### config.mk
export PLATFORM = sky130hd
export DESIGN_NAME = fast_window_ctrl_flat
export DESIGN_NICKNAME = d
export VERILOG_FILES = /design/src/rtl/fast_window_if.sv /design/src/rtl/fast_window_ctrl.sv /design/src/flat_wrapper.sv
export SDC_FILE = /design/constraint.sdc
export NUM_CORES = 1
export LEC_CHECK = 0
export ABC_AREA = 1
export BUFFER_PORTS_ARGS = -buffer_cell sky130_fd_sc_hd__buf_2
export CAP_MARGIN = 30
export CORE_UTILIZATION = 40
export CTS_CLUSTER_DIAMETER = 80
export DETAILED_ROUTE_END_ITERATION = 8
export PLACE_DENSITY = 0.59
export SLEW_MARGIN = 20
export SYNTH_ARGS = -nofsm -noshare
export SYNTH_HDL_FRONTEND = slang
export SYNTH_SLANG_ARGS = --single-unit
### constraint.sdc
create_clock -name clk -period 2 [get_ports clk]
set_input_delay 0 -clock clk [delete_from_list [all_inputs] [get_ports clk]]
set_output_delay 0 -clock clk [all_outputs]
set_load 0.01 [all_outputs]
### src/rtl/fast_window_if.sv
// Pixel-in / window-out handshake bundle for the FAST window sequencer.
// master = pixel source + corner scorer side, slave = controller.
interface fast_window_if #(
  parameter int IMG_W = 640,
  parameter int IMG_H = 480
);
  localparam int CW = $clog2(IMG_W);
  localparam int RW = $clog2(IMG_H);

  logic          pix_valid;
  logic          pix_ready;
  logic [7:0]    pix_data;
  logic          out_valid;
  logic          out_ready;
  logic [CW-1:0] out_col;
  logic [RW-1:0] out_row;

  modport master (
    output pix_valid, pix_data, out_ready,
    input  pix_ready, out_valid, out_col, out_row
  );

  modport slave (
    input  pix_valid, pix_data, out_ready,
    output pix_ready, out_valid, out_col, out_row
  );
endinterface

### src/rtl/fast_window_ctrl.sv
// Sequences the FAST 7-tap pixel window: loads the shift register, tracks the centre
// position and flags only in-row windows. Optional FAST_WIN_STATS_EN adds o_stall_cnt.
module fast_window_ctrl #(
  parameter int IMG_W  = 640,
  parameter int IMG_H  = 480,
  parameter int DEPTH  = 7,
  parameter int CENTER = 3
) (
  input  logic        clk,
  input  logic        reset,
  input  logic        i_start,
  output logic        o_busy,
  output logic        o_frame_done,
  output logic        o_sr_load,
  output logic [7:0]  o_sr_data,
`ifdef FAST_WIN_STATS_EN
  output logic [31:0] o_stall_cnt,
`endif
  fast_window_if.slave bus
);
  localparam int CW = $clog2(IMG_W);
  localparam int RW = $clog2(IMG_H);
  localparam logic [CW-1:0] COL_MAX = CW'(IMG_W - 1);
  localparam logic [RW-1:0] ROW_MAX = RW'(IMG_H - 1);
  localparam logic [CW-1:0] COL_MIN = CW'(DEPTH - 1);

  typedef enum logic [1:0] {IDLE, RUN, DRAIN, DONE} state_t;

  state_t        r_state;
  logic [CW-1:0] r_col;
  logic [RW-1:0] r_row;
  logic          r_out_valid;
  logic [CW-1:0] r_out_col;
  logic [RW-1:0] r_out_row;

  logic w_pix_ready;
  logic w_acc;
  logic w_last;

  assign w_pix_ready = (r_state == RUN) && (!r_out_valid || bus.out_ready);
  assign w_acc       = bus.pix_valid && w_pix_ready;
  assign w_last      = (r_col == COL_MAX) && (r_row == ROW_MAX);

  assign bus.pix_ready = w_pix_ready;
  assign bus.out_valid = r_out_valid;
  assign bus.out_col   = r_out_col;
  assign bus.out_row   = r_out_row;
  assign o_sr_load     = w_acc;
  assign o_sr_data     = bus.pix_data;
  assign o_busy        = (r_state != IDLE);
  assign o_frame_done  = (r_state == DONE);

  always_ff @(posedge clk or posedge reset) begin
    if (reset) begin
      r_state     <= IDLE;
      r_col       <= '0;
      r_row       <= '0;
      r_out_valid <= 1'b0;
      r_out_col   <= '0;
      r_out_row   <= '0;
    end else begin
      case (r_state)
        IDLE: if (i_start) begin
          r_state <= RUN;
          r_col   <= '0;
          r_row   <= '0;
        end
        RUN:   if (w_acc && w_last) r_state <= DRAIN;
        DRAIN: if (!r_out_valid || bus.out_ready) r_state <= DONE;
        DONE:  r_state <= IDLE;
        default: r_state <= IDLE;
      endcase

      if (w_acc) begin
        if (r_col == COL_MAX) begin
          r_col <= '0;
          r_row <= (r_row == ROW_MAX) ? '0 : r_row + RW'(1);
        end else begin
          r_col <= r_col + CW'(1);
        end
      end

      // A window whose oldest tap precedes column 0 would mix two rows; suppress it.
      if (w_acc) begin
        r_out_valid <= (r_col >= COL_MIN);
        if (r_col >= COL_MIN) begin
          r_out_col <= r_col - CW'(CENTER);
          r_out_row <= r_row;
        end
      end else if (r_out_valid && bus.out_ready) begin
        r_out_valid <= 1'b0;
      end
    end
  end

`ifdef FAST_WIN_STATS_EN
  logic [31:0] r_stall_cnt;
  assign o_stall_cnt = r_stall_cnt;

  always_ff @(posedge clk or posedge reset) begin
    if (reset) begin
      r_stall_cnt <= '0;
    end else if (r_state == IDLE && i_start) begin
      r_stall_cnt <= '0;
    end else if (r_state == RUN && bus.pix_valid && !w_pix_ready && r_stall_cnt != 32'hFFFF_FFFF) begin
      r_stall_cnt <= r_stall_cnt + 32'd1;
    end
  end
`endif

endmodule
### src/flat_wrapper.sv
// flat-port wrapper written by rule: the top's interface ports become plain ports
module fast_window_ctrl_flat 
#(
  parameter int IMG_W  = 640,
  parameter int IMG_H  = 480,
  parameter int DEPTH  = 7,
  parameter int CENTER = 3
)
  (clk, reset, i_start, o_busy, o_frame_done, o_sr_load, o_sr_data, bus_pix_valid, bus_pix_data, bus_out_ready, bus_pix_ready, bus_out_valid, bus_out_col, bus_out_row);
  fast_window_if #(.IMG_W(IMG_W), .IMG_H(IMG_H)) bus_i ();
  input  logic clk;
  input  logic reset;
  input  logic i_start;
  output logic o_busy;
  output logic o_frame_done;
  output logic o_sr_load;
  output logic [7:0] o_sr_data;
  input wire logic [$bits(bus_i.pix_valid)-1:0] bus_pix_valid;
  input wire logic [$bits(bus_i.pix_data)-1:0] bus_pix_data;
  input wire logic [$bits(bus_i.out_ready)-1:0] bus_out_ready;
  output wire logic [$bits(bus_i.pix_ready)-1:0] bus_pix_ready;
  output wire logic [$bits(bus_i.out_valid)-1:0] bus_out_valid;
  output wire logic [$bits(bus_i.out_col)-1:0] bus_out_col;
  output wire logic [$bits(bus_i.out_row)-1:0] bus_out_row;
  assign bus_i.pix_valid = bus_pix_valid;
  assign bus_i.pix_data = bus_pix_data;
  assign bus_i.out_ready = bus_out_ready;
  assign bus_pix_ready = bus_i.pix_ready;
  assign bus_out_valid = bus_i.out_valid;
  assign bus_out_col = bus_i.out_col;
  assign bus_out_row = bus_i.out_row;
  fast_window_ctrl #(.IMG_W(IMG_W), .IMG_H(IMG_H), .DEPTH(DEPTH), .CENTER(CENTER)) u_core (.clk(clk), .reset(reset), .i_start(i_start), .o_busy(o_busy), .o_frame_done(o_frame_done), .o_sr_load(o_sr_load), .o_sr_data(o_sr_data), .bus(bus_i));
endmodule
==> flow_summary.yaml <==
yosys:
  ys_types: 28
  ys_ff_latch: 41
  async_flop_share: 1.00
  syn_area_per_cell_um2: 8.51
  yosys_warnings: 0
  syn-num-nets: 287
  synth_top_area_share: 0.452
  synth_edf_count: 0
  synth.area.top_cells: "dfrtp_1 45%, nand2_1 11%, inv_1 5.0%"
  syn_area_um2: 2270
  synth_ff_type: "dfrtp_1"
  synthCells: 267
  synth_top_cell_by_area: "dfrtp_1"
  ys_seq_area_frac: 0.452
pwr:
  comb_power_share: 0.356
  power.share.sequential: 0.443
  p_int_uw: 1640
  p_sw_uw: 985
  leakagePower_uw: 0.00132
  p_sw_frac: 0.376
  power_frac_clock: 0.201
  p_per_area_nw_per_um2: 1050
  ir_worst_vdd_mv: 0.583
worst_setup_path:
  ff2ff_path_depth: 7
  critPathMaxFanout: 37
  end_kind: "flip-flop"
  cp.required_ns: 2.19
  r2r_end: "u_core.bus.out_col[9]"
  critPathLaunch: "u_core.r_state[1]"
  rr_startpoint: "u_core.r_state[1]"
  cp-start-kind: "flip-flop"
  crit_type: "reg -> reg"
  arrival_ns: 1.84
  cp-endpoint: "u_core.bus.out_col[9]"
  rrSetupSlack_ns: 0.35
clocking:
  h-tree-depth: 2
  clock_path_buffers: 2
  cts_buffers: 5
  cts_root_buffer: "clkbuf_8"
  cts.clk_slew.worst_paths_ns: 0.08
  cts_sinks: 41
  cts_resized: 0
  cts_tree: "built"
  clock_latency_ns: 0.29
die:
  core_um2: 5470
  dieArea_um2: 5980
  rows: 27
  ios: 45
  die_height_um: 77.3
  initial_core_util: 0.415
  die_w_um: 77.3
place:
  portBuffers: 28
  placed_cells: 356
  place_congestion: 0.884
  dp_hpwl_um: 3330
sta:
  clock-skew-final_ns: 0.00581
  layout_min_cycle_time_ns: 1.65
  max_freq_mhz: 605
  slew_viol_final: 0
  rsz0062_at_grt: "false"
  worstMarginPinSlew_ns: 0.506
  max-slew-margin-rel: 0.663
  setup_viol: 0
  final-hold-violation-count: 0
  finalCritPeriodShare: 0.826
  finalSetupTns_ns: 0
finish:
  syn2layout_area_growth_pct: 10.2
  final_cell_mix: "65 x nand2_1, 41 x dfrtp_1, 30 x inv_1"
  final_common_cell: "nand2_1"
  nets: 313
  final_util: 0.457
  drive_gt1_frac: 0.197
  stdcell_count: 366
  antenna_cells: 0
run:
  maxCapViolations: 0
routing:
  vias_per_cell: 4.83
  drc: 0
  wl_um: 4550
  vias: 1768
  drt_iter0_drc: 111
  wire_per_inst_um: 12.4
  ant_nets: 0
  dr.pass1.iters: 4
grt:
  antenna_found_initial: 0
  grt_pass1_vias: 1596
  grt_usage: 0.162
  grt_max_degree: 42
  grt_pass1_wl_um: 7630
  grt_overflow: 0
worst_hold_path:
  hp-class: "in -> out"
status:
  status: "complete, no violations"
power by group through the flow:
| stage | clock (uW) | combinational (uW) | sequential, uW |
|---|---|---|---|
| 2_1_floorplan | 0 | 579 | 1240 |
| 3_3_place_gp | 0 | 932 | 1170 |
| 3_5_place_dp | 0 | 939 | 1180 |
| 4_1_cts | 546 | 946 | 1160 |
| 5_1_grt | 573 | 1070 | 1190 |
| 6_report | 526 | 933 | 1160 |
critical path: stages, from the launching register on:
cell     delay (ns)
dfrtp_1        0.40
inv_1          0.07
ha_1           0.20
and3_2         0.29
nand2_4        0.34
inv_1          0.12
nand2_1        0.09
nand2_1        0.04
layer usage:
metal  part of all wire  wire [um]  track usage  vias to the layer above
li1                   -          -            -                      902
met1               0.52       2370        0.234                      817
met2               0.42       1920        0.239                       43
met3              0.044        202       0.0329                        6
met4              0.013         61       0.0604                        0
met5                  0          0            0                        -
area by class of cell:
cell class,instances,area [um2]
flip-flops and latches,41,1030
well taps,72,90.1
multi-input cells,180,1000
clock buffers,6,72.6
fillers,568,2970
repair buffers,32,175
clock inverters,2,10.0
inverters,33,124
logic make-up (layout without fill, tap and decap cells):
family                     after synthesis  count (layout)  synth area share
AOI/OAI and AO/OA                       43              43             0.107
adders and majority gates                7               7            0.0386
buffers and inverters                   46              73             0.106
DFF                                     41              41             0.452
xor gates and xnor gates                10              10            0.0386
and+or+nand+nor                        120             120             0.258
cells in the mapped netlist (3+ instances only):
cell	count
o21ai_0	9
nand2_4	4
ha_1	7
nand4_1	6
inv_2	3
nor2_1	13
o22ai_1	5
nand2_1	65
o21ai_1	21
xor2_1	9
nor2_4	4
buf_6	5
inv_1	30
nand3_1	19
nand2_2	3
o21ai_2	3
dfrtp_1	41
buf_4	8
a21oi_1	3
flip-flops by register name, summed over array words and instances (netlist names):
register and cells:
u_core.bus.out_col 10, u_core.r_col 10, u_core.bus.out_row 9, u_core.r_row 9, u_core.r_state 2, u_core.bus.out_valid 1
through the flow:
step	hold slack (ns)	total power [uW]	worst slack [ns]	cell area, um2
2_1_floorplan	0.0918	1810	0.563	2270
5_1_grt	0.0000167	2830	0.181	2500
3_5_place_dp	0.000119	2120	0.363	2400
6_report	0.00000444	2620	0.348	2500
4_1_cts	0.000119	2660	0.345	2500
3_3_place_gp	0.000119	2100	0.358	2400
worst min path at each step:
stage | from | endpoint | slack [ns] | cells after the start
CTS | bus_pix_data[0] | o_sr_data[0] | 0.0001 | 0
finish | bus_pix_data[1] | o_sr_data[1] | 0.000004 | 0
detailed placement | bus_pix_data[0] | o_sr_data[0] | 0.0001 | 0
global route | bus_pix_data[4] | o_sr_data[4] | 0.00002 | 0
global placement | bus_pix_data[0] | o_sr_data[0] | 0.0001 | 0
floorplan | bus_pix_data[0] | o_sr_data[0] | 0.09 | 1
repair_timing:
item	4_1_cts	5_1_grt
hold buffers	2	0
endpoints found under the hold margin	42	0
buffers inserted	0	0
No activity file was read; power rests on OpenSTA's default activity.
